### src/rtl/wb_arbiter.sv
// Writeback stage: holds one ALU and one load result, formats loads, arbitrates
// round-robin and drives the register-file write port one write per cycle.
module wb_arbiter #(
    parameter int XLEN    = 64,
    parameter int RADDR_W = 5,
    parameter int CNT_W   = 32
) (
    input  logic               clk,
    input  logic               reset,
    input  logic               alu_valid,
    output logic               alu_ready,
    input  logic [RADDR_W-1:0] alu_rd,
    input  logic [XLEN-1:0]    alu_result,
    input  logic               mem_valid,
    output logic               mem_ready,
    input  logic [RADDR_W-1:0] mem_rd,
    input  logic [XLEN-1:0]    mem_data,
    input  logic [2:0]         mem_funct3,
    input  logic [2:0]         mem_addr_lo,
    output logic               write_sig,
    output logic [RADDR_W-1:0] write_reg,
    output logic [XLEN-1:0]    write_val,
    output logic               wb_error,
    output logic [CNT_W-1:0]   wb_count
);

    typedef struct packed {
        logic               vld;
        logic               nowr;
        logic [RADDR_W-1:0] rd;
        logic [XLEN-1:0]    val;
    } entry_t;

    typedef enum logic {SRC_ALU, SRC_MEM} src_e;

    entry_t alu_h, mem_h, sel;
    src_e   last_grant;
    logic   grant_alu, grant_mem;

    logic [7:0]      ld_b;
    logic [15:0]     ld_h;
    logic [31:0]     ld_w;
    logic [XLEN-1:0] ld_val;
    logic            ld_bad;

    // On a conflict the source that did not win last time goes next.
    always_comb begin
        grant_alu = alu_h.vld && (!mem_h.vld || last_grant == SRC_MEM);
        grant_mem = mem_h.vld && (!alu_h.vld || last_grant == SRC_ALU);
        sel       = grant_mem ? mem_h : alu_h;
    end

    assign alu_ready = !reset && (!alu_h.vld || grant_alu);
    assign mem_ready = !reset && (!mem_h.vld || grant_mem);

    always_comb begin
        ld_b   = 8'(mem_data >> {mem_addr_lo, 3'b000});
        ld_h   = 16'(mem_data >> {mem_addr_lo[2:1], 4'b0000});
        ld_w   = mem_addr_lo[2] ? mem_data[63:32] : mem_data[31:0];
        ld_val = '0;
        ld_bad = 1'b0;
        case (mem_funct3)
            3'b000: ld_val = {{(XLEN-8){ld_b[7]}}, ld_b};
            3'b001: begin ld_val = {{(XLEN-16){ld_h[15]}}, ld_h}; ld_bad = mem_addr_lo[0]; end
            3'b010: begin ld_val = {{(XLEN-32){ld_w[31]}}, ld_w}; ld_bad = |mem_addr_lo[1:0]; end
            3'b011: begin ld_val = mem_data; ld_bad = |mem_addr_lo; end
            3'b100: ld_val = {{(XLEN-8){1'b0}}, ld_b};
            3'b101: begin ld_val = {{(XLEN-16){1'b0}}, ld_h}; ld_bad = mem_addr_lo[0]; end
            3'b110: begin ld_val = {{(XLEN-32){1'b0}}, ld_w}; ld_bad = |mem_addr_lo[1:0]; end
            default: ld_bad = 1'b1;
        endcase
    end

    always_ff @(posedge clk) begin
        if (reset) begin
            alu_h      <= '0;
            mem_h      <= '0;
            last_grant <= SRC_ALU;
            write_sig  <= 1'b0;
            write_reg  <= '0;
            write_val  <= '0;
            wb_error   <= 1'b0;
            wb_count   <= '0;
        end else begin
            if (alu_valid && alu_ready)
                alu_h <= '{vld: 1'b1, nowr: 1'b0, rd: alu_rd, val: alu_result};
            else if (grant_alu)
                alu_h.vld <= 1'b0;

            // Bad loads still occupy the slot so the upstream handshake stays simple.
            if (mem_valid && mem_ready) begin
                mem_h <= '{vld: 1'b1, nowr: ld_bad, rd: mem_rd, val: ld_bad ? '0 : ld_val};
                if (ld_bad)
                    wb_error <= 1'b1;
            end else if (grant_mem) begin
                mem_h.vld <= 1'b0;
            end

            if (grant_alu || grant_mem) begin
                last_grant <= grant_mem ? SRC_MEM : SRC_ALU;
                write_reg  <= sel.rd;
                write_val  <= sel.val;
                write_sig  <= !sel.nowr && (sel.rd != '0);
            end else begin
                write_sig  <= 1'b0;
            end

            if (write_sig)
                wb_count <= wb_count + CNT_W'(1);
        end
    end

endmodule
### config.mk
export PLATFORM = sky130hd
export DESIGN_NAME = wb_arbiter
export DESIGN_NICKNAME = d
export VERILOG_FILES = /design/src/rtl/wb_arbiter.sv
export SDC_FILE = /design/constraint.sdc
export NUM_CORES = 1
export LEC_CHECK = 0
export BUFFER_PORTS_ARGS = -buffer_cell sky130_fd_sc_hd__buf_2
export CORE_MARGIN = 8
export CORE_UTILIZATION = 53
export DETAILED_ROUTE_END_ITERATION = 10
export PLACE_DENSITY = 0.79
export REMOVE_ABC_BUFFERS = 1
export SYNTH_ARGS = -nofsm -noshare
export SYNTH_HDL_FRONTEND = slang
export SYNTH_SLANG_ARGS = --single-unit
### constraint.sdc
create_clock -name clk -period 6.65 [get_ports clk]
set_input_delay 1.995 -clock clk [delete_from_list [all_inputs] [get_ports clk]]
set_output_delay 1.995 -clock clk [all_outputs]
set_load 0.02 [all_outputs]
== After elaboration in Yosys (flattened, before gate mapping) ==
Index checks and enable logic that the tools add are counted.
Storage, ports and cells
  input port bits: 148
  flip-flop bits (word level): 245
  word-level logic and storage cells: 61
  output and inout port bits: 105
Operators by class
  reductions and logical operators: 27
  $add $sub $neg: 1
  equal/unequal tests: 6
  bitwise gates (word level): 2
  multiplexer cells: 10
  shifts and indexed selects: 2
Operators with widths (number)
  $pmux 64 s7: 1
  $mux 70: 1
  $mux 64: 1
  $shr 64x6->16: 1
  $shr 64x6->8: 1
  $add 32x1->32 const B: 1
  $mux 32: 1
  $reduce_or 2->1: 5
  $eq 3x3->1 const B: 3
  $logic_and 1x1->1: 7
  $eq 3x2->1 const B: 2
  $logic_or 1x1->1: 5
  $mux 1: 5
  $reduce_bool 5->1: 1
  $logic_not 1->1: 4
  $pmux 1 s4: 1
  $reduce_bool 2->1: 2
  $eq 3x1->1 const B: 1
  $logic_not 3->1: 1
  $reduce_or 3->1: 1
  $not 1->1: 2
  $reduce_and 2->1: 1

== Depth between registers and ports, before layout ==
Gate-level depths: netlist of the first run.
  depth in word-level cells: 7
  mapped depth: 8
  mapped depth without buffers: 6

== Least setup slack after synthesis of the first run ==
OpenSTA, ideal clock, no wires.
  path type: input to output
  start: input reset
  end: output mem_ready
  stages: 4
  required time: 4.655 ns
  buffers on the path: 3
  data arrival time: 2.923 ns
  path slack: 1.732 ns
  cells stage by stage: clkbuf_1 > clkbuf_1 > clkbuf_1 > nor2_1
Between the ends
  longest elaborated chain between the ends: 2
RTL lines
  from (decl): RTL line 9  | input logic reset,
  $logic_not 1->1: RTL line 54  | assign mem_ready = !reset && (!mem_h.vld || grant_mem);
  $logic_and 1x1->1: RTL line 54
  to (decl): RTL line 15  | output logic mem_ready,
Every way passes these cells.

== Worst setup path after layout of the first run ==
  start: input reset
  end: output alu_ready
Between the ends
  longest elaborated chain between the ends: 2
RTL lines
  $logic_not 1->1: RTL line 53  | assign alu_ready = !reset && (!alu_h.vld || grant_alu);
  $logic_and 1x1->1: RTL line 53
  to (decl): RTL line 11  | output logic alu_ready,
Every way passes these cells.

==> reports/results.ini, run 1 <==
[critical_path]
crit_arrival_ns = 2.76
cp_max_fo = 51
cp_top_family = buffers and inverters
worst-setup-path-type = in -> out
worstSetupEndpointType = output pin
reg2reg_launch_point = last_grant$_SDFFE_PP0N_
worst-r2r-cell-count = 6
timing.critical_path.slowest_cell_delay_ns = 0.41
worstSetupStartpointType = input port
worstPathCellList = buf_4 -> nor2_1 -> buf_2
crit_buf_inv = 2
timing.critical_path.slowest_stage_cell = sky130_fd_sc_hd__buf_4
required_worst_endpoint_ns = 4.66
reg2reg_to = alu_h[1]$_SDFFE_PP0P_
reg2reg_slack_ns = 4.32

[hold_path]
worstHoldEndpoint = mem_h[69]$_SDFFE_PP0P_
timing.hold.worst.start = mem_h[69]$_SDFFE_PP0P_
worstHoldPathCells = 1
hold_class = reg -> reg

[yosys]
dominantRegCellSynth = sky130_fd_sc_hd__dfxtp_1
synthesized_area_fraction_occupied_by_ao_oa_aoi_and_oai_cells = 0.1621
synth_adder_area_share = 0.001141
synth_mux_area_frac = 0.1020
synth-warning-count = 0
synth_xor_area_frac = 0.02396
netlist_instances = 1233
avgSynthCellArea_um2 = 8.894
combinational_family_with_the_most_area_after_synthesis = simple AND/OR/NAND/NOR gates
ys_types = 58
synth.cell_area_um2 = 10970
seq_area_frac_synth = 0.4472
async_set_reset_flop_share_out_of_synthesis = 0
synth-simple-area-share = 0.2200
synth_enable_flop_cells = 0
synth.ff_latch_count = 245

[layout]
syn2layout_area_growth_pct = 20.72
drive_above_1_share = 0.2366
largestRegisters = mem_h (71), alu_h (70), write_val (64)
max_ffs_per_register = 71
final_net_count = 1567
max_flop_register = mem_h

[grt]
grt_use_total = 0.2383
grt.overflow.total = 0
grt_first_pass_wirelength_um = 51100
grt_antenna_before_repair = 8
maximum_number_of_pins_on_one_net_before_global_route_repair = 71
vias_in_the_first_global_route = 9758

[routing]
route.detailed.wl_per_inst_um = 18.69
detail_route.wirelength_um = 32000
drcViolationCount = 0
avgViaCountPerCell = 5.761
length_of_the_first_detailed_routing_pass_in_iterations = 5
first_iter_violations = 726
ant_nets = 0
routed-via-count = 9863

[floorplanning]
core_region_area_um2 = 20300
initial_utilization = 0.5402
pin_count = 253
std_cell_rows = 52
dieArea_um2 = 25550
die-width_um = 159.8
die_y_um = 159.8

[job]
max_capacitance_violation_total = 0

[timing]
smallest_setup_slack_after_layout_ns = 1.890
setup_tns_ns = 0
fmax_mhz = 210.1
clock_skew_ns = 0.008518
finalCriticalPeriod_ns = 4.760
setup_violations = 0
tightest_pin_transition_ns = 1.276
timing.final.hold_violations = 0
finalCritPeriodShare = 0.7157
timing.max_slew.rel_slack = 0.1475
rsz0062_at_grt = no
maxSlewViolCount = 0

[placed_design]
dp_hpwl_um = 21600
portBuffers = 252
place.gp.congestion = 0.8551
pre_cts_ws_ns = 1.837

[clock_tree]
tritoncts_num_sinks = 245
clk_latency_ns = 0.52
count_of_instances_resized_after_the_clock_tree_is_built = 0
numCtsBuffers = 27
clock_tree.root_cell = sky130_fd_sc_hd__clkbuf_16
cts_hold_buffers = 0
tritoncts = done
cts_htree_levels = 1
clkSlewWorstSetupHoldPaths_ns = 0.06
number_of_buffers_on_the_longest_clock_path = 3
postCtsSetupRepairBufs = 0

[power_and_ir_drop]
proportion_of_power_drawn_by_flip_flops_and_latches = 0.430
pwr_density_cell_nw_per_um2 = 281.1
power_switching_uw = 938.3
totalPowerFinal_uw = 3721
peak_vdd_ir_mv = 0.1911
share_comb_of_total_power = 0.125
leakage_dissipation_uw = 0.005986
power.share.switching = 0.2521
internal_power_uw = 2783
share_clk_of_total_power = 0.445

[outcome]
outcome = completed

[cell usage after synthesis (19+ instances only)]
| cell | n | area (um^2) |
|---|---|---|
| sky130_fd_sc_hd__xor2_1 | 25 | 219.0 |
| sky130_fd_sc_hd__a211oi_1 | 72 | 540.5 |
| sky130_fd_sc_hd__dfxtp_1 | 245 | 4905 |
| sky130_fd_sc_hd__nand2_1 | 221 | 829.6 |
| sky130_fd_sc_hd__a311oi_1 | 32 | 280.3 |
| sky130_fd_sc_hd__nand3b_1 | 70 | 525.5 |
| sky130_fd_sc_hd__mux2i_1 | 87 | 870.8 |
| sky130_fd_sc_hd__nor2_1 | 124 | 465.5 |
| sky130_fd_sc_hd__buf_2 | 19 | 95.09 |
| sky130_fd_sc_hd__o21ai_0 | 22 | 110.1 |
| sky130_fd_sc_hd__clkbuf_1 | 78 | 292.8 |
| sky130_fd_sc_hd__a21o_1 | 41 | 307.8 |
[logic make-up (layout without fill, tap and decap cells)]
| kind of cell | Yosys count | in the layout |
|---|---|---|
| AND/OR/NAND/NOR | 509 | 509 |
| other | 0 | 5 |
| flip-flops | 245 | 245 |
| AO/OA/AOI/OAI | 237 | 237 |
| adder cells (fa/ha/maj) | 1 | 1 |
| XOR/XNOR | 30 | 30 |
| buffers and inverters | 111 | 315 |
| multiplexers | 100 | 100 |
[layout by cell type (no fill, tap or decap), drive strengths merged, types with 8 or more instances in the layout]
cell type and n:
and2 8, nand3b 70, nand3 13, nand2 221, nand4 11, xor2 25
dfxtp 245, nand2b 9, nor2b 8, clkbuf 35, buf 265, a21oi 12
o21ai 34, nor2 125, a21o 41, a211oi 72, mux4 9, mux2i 87
nor3 18, a311oi 32, a22o 15
[metrics by stage]
| step | hold WS [ns] | cells | utilization | instance area (um^2) |
|---|---|---|---|---|
| 3_3_place_gp | 0.4347 | 1659 | 0.6023 | 12230 |
| 5_1_grt | 0.4798 | 1712 | 0.6522 | 13240 |
| 3_5_place_dp | 0.4393 | 1659 | 0.6023 | 12230 |
| 2_1_floorplan | 0.4211 | 1124 | - | 10500 |
| 6_report | 0.4597 | 1712 | 0.6522 | 13240 |
| 4_1_cts | 0.4541 | 1707 | 0.6516 | 13230 |
[cell type report]
class,instances,area [um^2]
diodes,5,12.51
clock buffers,35,775.7
clock inverters,13,224.0
fillers,1704,7061
inverters,2,7.507
multi-input cells,877,5615
flip-flops and latches,245,4905
well taps,270,337.8
repair buffers,265,1361
[how the worst max path moves through the flow]
stage,from,to,slack (ns),cells past startpoint
after floorplan,mem_h[70]$_SDFFE_PP0P_,write_reg[0]$_SDFFE_PP0N_,0.57,4
after global placement,reset,alu_ready,1.90,3
after detailed placement,mem_addr_lo[1],mem_h[48]$_SDFFE_PP0P_,1.84,6
after CTS,reset,alu_ready,1.89,3
after global routing,reset,alu_ready,1.83,3
final,reset,alu_ready,1.89,3
[routing by layer]
layer | up-vias | wire length, um | global-route usage
met5 | - | 40 | 0
met4 | 6 | 889 | 0.07986
met3 | 64 | 2795 | 0.06350
met2 | 401 | 14820 | 0.3940
met1 | 4650 | 13460 | 0.2964
li1 | 4742 | - | -
[power by group through the flow]
stage	clock network (uW)	logic (uW)	registers [uW]
2_1_floorplan	0	243	1660
3_3_place_gp	0	454	1630
3_5_place_dp	0	463	1630
4_1_cts	1670	465	1600
5_1_grt	1730	508	1610
6_report	1660	465	1600
Note: power is estimated with default switching activity, not from simulation.
==> inputs of run 2 (changes only) <==
--- a/config.mk
+++ b/config.mk
@@ -5,11 +5,12 @@
 export SDC_FILE = /design/constraint.sdc
 export NUM_CORES = 1
 export LEC_CHECK = 0
+export ABC_AREA = 1
 export BUFFER_PORTS_ARGS = -buffer_cell sky130_fd_sc_hd__buf_2
 export CORE_MARGIN = 8
-export CORE_UTILIZATION = 53
+export CORE_UTILIZATION = 49
 export DETAILED_ROUTE_END_ITERATION = 10
-export PLACE_DENSITY = 0.79
+export PLACE_DENSITY = 0.76
 export REMOVE_ABC_BUFFERS = 1
 export SYNTH_ARGS = -nofsm -noshare
 export SYNTH_HDL_FRONTEND = slang
==> constraint.sdc (replaced) <==
create_clock -name clk -period 4.06 [get_ports clk]
set_input_delay 1.218 -clock clk [delete_from_list [all_inputs] [get_ports clk]]
set_output_delay 1.218 -clock clk [all_outputs]
set_load 0.02 [all_outputs]
==> run 2 against run 1 <==
Effect of this change: cell area up 1.6%; register-to-register slack worse by 2.4 ns; synthesized area up 3.2%; core utilization down 5.8 points; total power up 56%; routed wire length up 6.5%; critical path type is now in -> reg; largest power group is now sequential cells.
==> reports/results.ini, run 2 <==
[clock_tree]
tritoncts = done
cts_hold_buffers = 0
postCtsSetupRepairBufs = 0
numCtsBuffers = 27
clk_latency_ns = 0.54
clock_tree.root_cell = sky130_fd_sc_hd__clkbuf_16
tritoncts_num_sinks = 245
cts_htree_levels = 1
count_of_instances_resized_after_the_clock_tree_is_built = 0
number_of_buffers_on_the_longest_clock_path = 3
clkSlewWorstSetupHoldPaths_ns = 0.06

[yosys]
synth.cell_area_um2 = 11320
ys_types = 33
synth_adder_area_share = 0.001105
synth.top_cells.by_area = sky130_fd_sc_hd__dfxtp_1, sky130_fd_sc_hd__nand2_1, sky130_fd_sc_hd__o21ai_0, sky130_fd_sc_hd__a21oi_1, sky130_fd_sc_hd__nand3_1
synth_xor_area_frac = 0.003094
netlist_top_cells_count = sky130_fd_sc_hd__nand2_1, sky130_fd_sc_hd__dfxtp_1, sky130_fd_sc_hd__o21ai_0
synth_mux_area_frac = 0
avgSynthCellArea_um2 = 6.688
synth_top_cell_area_share = 0.4332
synth_most_common_cell = sky130_fd_sc_hd__nand2_1
netlist_instances = 1693
async_set_reset_flop_share_out_of_synthesis = 0
dominantRegCellSynth = sky130_fd_sc_hd__dfxtp_1
netlist.top_cell.by_area = sky130_fd_sc_hd__dfxtp_1
combinational_family_with_the_most_area_after_synthesis = simple AND/OR/NAND/NOR gates
synth_enable_flop_cells = 0
synth-simple-area-share = 0.2969
seq_area_frac_synth = 0.4332
synth-warning-count = 0
synth.ff_latch_count = 245
synthesized_area_fraction_occupied_by_ao_oa_aoi_and_oai_cells = 0.1881

[grt]
vias_in_the_first_global_route = 10958
grt_first_pass_wirelength_um = 55170
grt.overflow.total = 0
maximum_number_of_pins_on_one_net_before_global_route_repair = 99
grt_antenna_before_repair = 12
grt_use_total = 0.2315

[timing]
tightest_pin_transition_ns = 1.102
final.hold.worst_slack_ns = 0.4532
finalCriticalPeriod_ns = 3.002
maxSlewViolCount = 0
timing.max_slew.rel_slack = 0.2650
clock_skew_ns = 0.01747
setup_violations = 0
finalCritPeriodShare = 0.7395
timing.final.hold_violations = 0
fmax_mhz = 333.1
smallest_setup_slack_after_layout_ns = 1.058
rsz0062_at_grt = no

[routing]
ant_nets = 0
detail_route.wirelength_um = 34080
drcViolationCount = 0
length_of_the_first_detailed_routing_pass_in_iterations = 5
route.detailed.wl_per_inst_um = 15.61
routed-via-count = 11698
avgViaCountPerCell = 5.359
first_iter_violations = 1318

[critical_path]
worstSetupStartpoint = mem_addr_lo[2]
worstSetupEndpointType = register
worstPathCellList = buf_2 -> inv_1 -> nand3_1 -> nand2_1 -> nand2_2 -> buf_4 -> nand3_1 -> nand2_1 -> a21oi_1
cp_top_family = buffers and inverters
reg2reg_launch_point = mem_h[70]$_SDFFE_PP0P_
crit_buf_inv = 3
crit_arrival_ns = 3.37
cp_max_fo = 35
worstSetupStartpointType = input port
worst-setup-path-type = in -> reg
required_worst_endpoint_ns = 4.43
timing.critical_path.slowest_stage_cell = sky130_fd_sc_hd__buf_2
timing.critical_path.slowest_cell_delay_ns = 0.43

[layout]
max_flop_register = mem_h
filler_cell_count = 2141
drive_above_1_share = 0.1770
syn2layout_area_growth_pct = 18.84
max_ffs_per_register = 71
final_util = 0.5943
largestRegisters = mem_h (71), alu_h (70), write_val (64)
final_net_count = 2022
top_library_cells_by_usage_in_the_layout_fill_and_taps_aside = sky130_fd_sc_hd__nand2_1, sky130_fd_sc_hd__buf_2, sky130_fd_sc_hd__dfxtp_1, sky130_fd_sc_hd__o21ai_0, sky130_fd_sc_hd__a21oi_1
final_common_cell = sky130_fd_sc_hd__nand2_1
stdcell_area_um2 = 13460

[floorplanning]
die-width_um = 168.0
pin_count = 253
std_cell_rows = 55
core_region_area_um2 = 22640
initial_utilization = 0.5001
die_y_um = 168.0
dieArea_um2 = 28230

[power_and_ir_drop]
totalPowerFinal_uw = 5799
pwr_density_cell_nw_per_um2 = 431.0
leakage_dissipation_uw = 0.005817
internal_power_uw = 4227
share_comb_of_total_power = 0.135
power_switching_uw = 1572
power.share.switching = 0.2711
share_clk_of_total_power = 0.415
peak_vdd_ir_mv = 0.3143
proportion_of_power_drawn_by_flip_flops_and_latches = 0.451

[placed_design]
pre_cts_ws_ns = 0.5467
dpl-instance-area_um2 = 12570
portBuffers = 252
dp_hpwl_um = 24150
place.gp.congestion = 0.9464

[hold_path]
hold_class = reg -> reg
timing.hold.worst.start = mem_h[68]$_SDFFE_PP0P_

[outcome]
outcome = completed

[job]
max_capacitance_violation_total = 0

## run 2: cell count changes in the layout (fill, tap and decap cells not counted), sizes merged, moves of 38 or more
cell / change
mux2i: -87
nand3b: -69
a21o: -41
nand3: +83
a31oi: +61
a211oi: -71
o21ai: +167
a21oi: +96
nor2: -38
nand2: +423
inv: +85
## run 2: worst paths after layout
check	slack [ns]	endpoint	depth (start not counted)
setup / recovery	1.06	mem_h[20]$_SDFFE_PP0P_	9
hold / removal	0.45	mem_h[68]$_SDFFE_PP0P_	2
setup reg to reg	1.89	write_val[15]$_SDFFE_PP0N_	6
hold reg to reg	0.45	mem_h[68]$_SDFFE_PP0P_	2
## run 2: power by group through the flow
stage / Sequential [uW] / Clock, uW / Combinational (uW)
after floorplan: 2730 / 0 / 386
after global placement: 2660 / 0 / 762
after detailed placement: 2660 / 0 / 778
after CTS: 2610 / 2450 / 781
after global routing: 2630 / 2550 / 868
final: 2610 / 2410 / 780
## run 2: cell families after synthesis
| logic type | after synthesis |
|---|---|
| and+or+nand+nor | 843 |
| xor gates and xnor gates | 4 |
| AOI/OAI and AO/OA | 397 |
| buffers and inverters | 203 |
| adders and majority gates | 1 |
| DFF | 245 |
## run 2: routing by layer
metal  track usage  wire length, um  vias to the layer above
met1        0.2874            14450                     5271
met5             0               94                        -
met3       0.06618             2901                       87
li1              -                -                     5900
met2        0.3733            15330                      426
met4       0.09200             1294                       14
## run 2: layout make-up
cell class	instances	area (um^2)	share of cell area
Clock inverter	12	120.1	0.008927
Sequential cell	245	4905	0.3645
Tap cell	285	356.6	0.02650
Multi-Input combinational cell	1245	5574	0.4143
Antenna cell	5	12.51	0.0009299
Timing Repair Buffer	268	1409	0.1047
Clock buffer	37	753.2	0.05598
Inverter	86	325.3	0.02418
## run 2: per-stage QoR
stage,std cells,TNS [ns]
final,2183,0
after global routing,2183,0
after CTS,2178,0
after detailed placement,2129,0
after global placement,2129,0
after floorplan,1576,-370.85
## run 2: worst min-delay path: stages (launching register included)
cell                      delay, ns
sky130_fd_sc_hd__dfxtp_1       0.29
sky130_fd_sc_hd__inv_1         0.06
sky130_fd_sc_hd__a21oi_1       0.05
==> inputs of run 3 (changes only) <==
==> constraint.sdc (replaced) <==
create_clock -name clk -period 2.65 [get_ports clk]
set_input_delay 0.795 -clock clk [delete_from_list [all_inputs] [get_ports clk]]
set_output_delay 0.795 -clock clk [all_outputs]
set_load 0.02 [all_outputs]
==> run 3 against run 2 <==
Effect of this change: hold slack worse by 0.0038 ns; via count up 1.5%; non-clock buffer count up 13; core utilization up 0.75 points; critical path type is now reg -> out; critical endpoint is now mem_ready; largest power group unchanged.
==> reports/results.ini, run 3 (synthesis results as in run 2) <==
[outcome]
outcome = completed

[layout]
drive_above_1_share = 0.1805
max_flop_register = mem_h
syn2layout_area_growth_pct = 20.33
final_net_count = 2035
max_ffs_per_register = 71
largestRegisters = mem_h (71), alu_h (70), write_val (64)
top_library_cells_by_usage_in_the_layout_fill_and_taps_aside = sky130_fd_sc_hd__nand2_1, sky130_fd_sc_hd__buf_2, sky130_fd_sc_hd__dfxtp_1, sky130_fd_sc_hd__o21ai_0, sky130_fd_sc_hd__a21oi_1
stdcell_area_um2 = 13620
final_common_cell = sky130_fd_sc_hd__nand2_1
final_util = 0.6018

[clock_tree]
clkSlewWorstSetupHoldPaths_ns = 0.06
clk_latency_ns = 0.52
numCtsBuffers = 27
count_of_instances_resized_after_the_clock_tree_is_built = 0
clock_tree.root_cell = sky130_fd_sc_hd__clkbuf_16
tritoncts = done
cts_htree_levels = 1
number_of_buffers_on_the_longest_clock_path = 3
tritoncts_num_sinks = 245
postCtsSetupRepairBufs = 0
cts_hold_buffers = 0

[routing]
avgViaCountPerCell = 5.403
length_of_the_first_detailed_routing_pass_in_iterations = 6
ant_nets = 0
first_iter_violations = 1178
detail_route.wirelength_um = 35010
drcViolationCount = 0
route.detailed.wl_per_inst_um = 15.93
routed-via-count = 11876

[hold_path]
worstHoldEndpoint = mem_h[68]$_SDFFE_PP0P_
worstHoldPathCells = 2
timing.hold.worst.start = mem_h[68]$_SDFFE_PP0P_
hold_class = reg -> reg

[critical_path]
worstSetupEndpointType = output pin
worst-r2r-cell-count = 8
cp_max_fo = 4
reg2reg_launch_point = wb_count[0]$_SDFFE_PP0P_
reg2reg_to = wb_count[18]$_SDFFE_PP0P_
reg2reg_slack_ns = 0.72
worstSetupStartpointType = register
crit_arrival_ns = 1.49
required_worst_endpoint_ns = 1.86
worst-setup-path-type = reg -> out

[floorplanning]
std_cell_rows = 55
die-width_um = 168.0
dieArea_um2 = 28230
initial_utilization = 0.5001
die_y_um = 168.0
core_region_area_um2 = 22640
pin_count = 253

[power_and_ir_drop]
peak_vdd_ir_mv = 0.5149
totalPowerFinal_uw = 8905
leakage_dissipation_uw = 0.005894
pwr_density_cell_nw_per_um2 = 653.6

[placed_design]
dp_hpwl_um = 25050
pre_cts_ws_ns = 0.3388
portBuffers = 252
dpl-instance-area_um2 = 12740
place.gp.congestion = 0.9198

[job]
max_capacitance_violation_total = 0

[grt]
grt_antenna_before_repair = 16
grt_first_pass_wirelength_um = 57120
vias_in_the_first_global_route = 11506
maximum_number_of_pins_on_one_net_before_global_route_repair = 90
grt_use_total = 0.2390
grt.overflow.total = 0

[timing]
finalCritPeriodShare = 0.8635
rsz0062_at_grt = no
maxSlewViolCount = 0
tightest_pin_transition_ns = 0.9448
setup_violations = 0
clock_skew_ns = 0.01091
fmax_mhz = 437.0
timing.max_slew.rel_slack = 0.3701
finalCriticalPeriod_ns = 2.288
smallest_setup_slack_after_layout_ns = 0.3616
timing.final.hold_violations = 0

run 3: changes by cell type in the layout (fill, tap and decap cells not counted):
cell,change
sky130_fd_sc_hd__buf_12,+6
sky130_fd_sc_hd__clkinv_2,-3
sky130_fd_sc_hd__buf_4,+7
sky130_fd_sc_hd__diode_2,+2
sky130_fd_sc_hd__clkinv_4,-1
sky130_fd_sc_hd__clkbuf_1,+4
run 3: worst max-delay path by stage:
stage                     slack (ns)                     from                      to
after global routing            0.25  last_grant$_SDFFE_PP0N_               mem_ready
after detailed placement        0.34           mem_addr_lo[2]  mem_h[23]$_SDFFE_PP0P_
after floorplan                -4.44                    reset   alu_h[0]$_SDFFE_PP0P_
after global placement          0.41           mem_addr_lo[2]  mem_h[23]$_SDFFE_PP0P_
after CTS                       0.35  last_grant$_SDFFE_PP0N_               mem_ready
final                           0.36  last_grant$_SDFFE_PP0N_               mem_ready
run 3: through the flow:
step	instances	TNS (ns)	hold slack, ns
floorplan	1576	-621.95	0.4266
CTS	2191	0	0.4523
finish	2198	0	0.4493
global route	2198	0	0.4632
global placement	2142	0	0.4414
detailed placement	2142	0	0.4435
run 3: per-layer routing:
metal | vias to the layer above | wire length (um) | part of all wire | track usage
met1 | 5427 | 14690 | 0.42 | 0.2927
li1 | 5925 | - | - | -
met2 | 432 | 16300 | 0.47 | 0.4016
met5 | - | 98 | 0.0028 | 0
met3 | 74 | 3029 | 0.087 | 0.06595
met4 | 18 | 887 | 0.025 | 0.07453
run 3: area by class of cell:
type	instances	area (um^2)
tap	285	356.6
fill	2167	9016
clock inverter	8	96.34
timing repair buffer	281	1582
antenna	7	17.52
sequential	245	4905
inverter	86	325.3
multi-input combinational	1245	5574
clock buffer	41	768.2
run 3: report_power, final:
group	switching, uW	internal, uW	total, uW	leakage, uW
combinational	808	424	1230	0.00347
sequential	110	3890	4000	0.00201
clock	1480	2190	3670	0.000422
run 3: critical path: stages, from the launching register on:
cell,delay [ns]
sky130_fd_sc_hd__dfxtp_1,0.36
sky130_fd_sc_hd__nand2_1,0.11
sky130_fd_sc_hd__nor2_1,0.13
sky130_fd_sc_hd__inv_2,0.05
sky130_fd_sc_hd__nand2_2,0.11
sky130_fd_sc_hd__inv_1,0.05
sky130_fd_sc_hd__buf_2,0.15
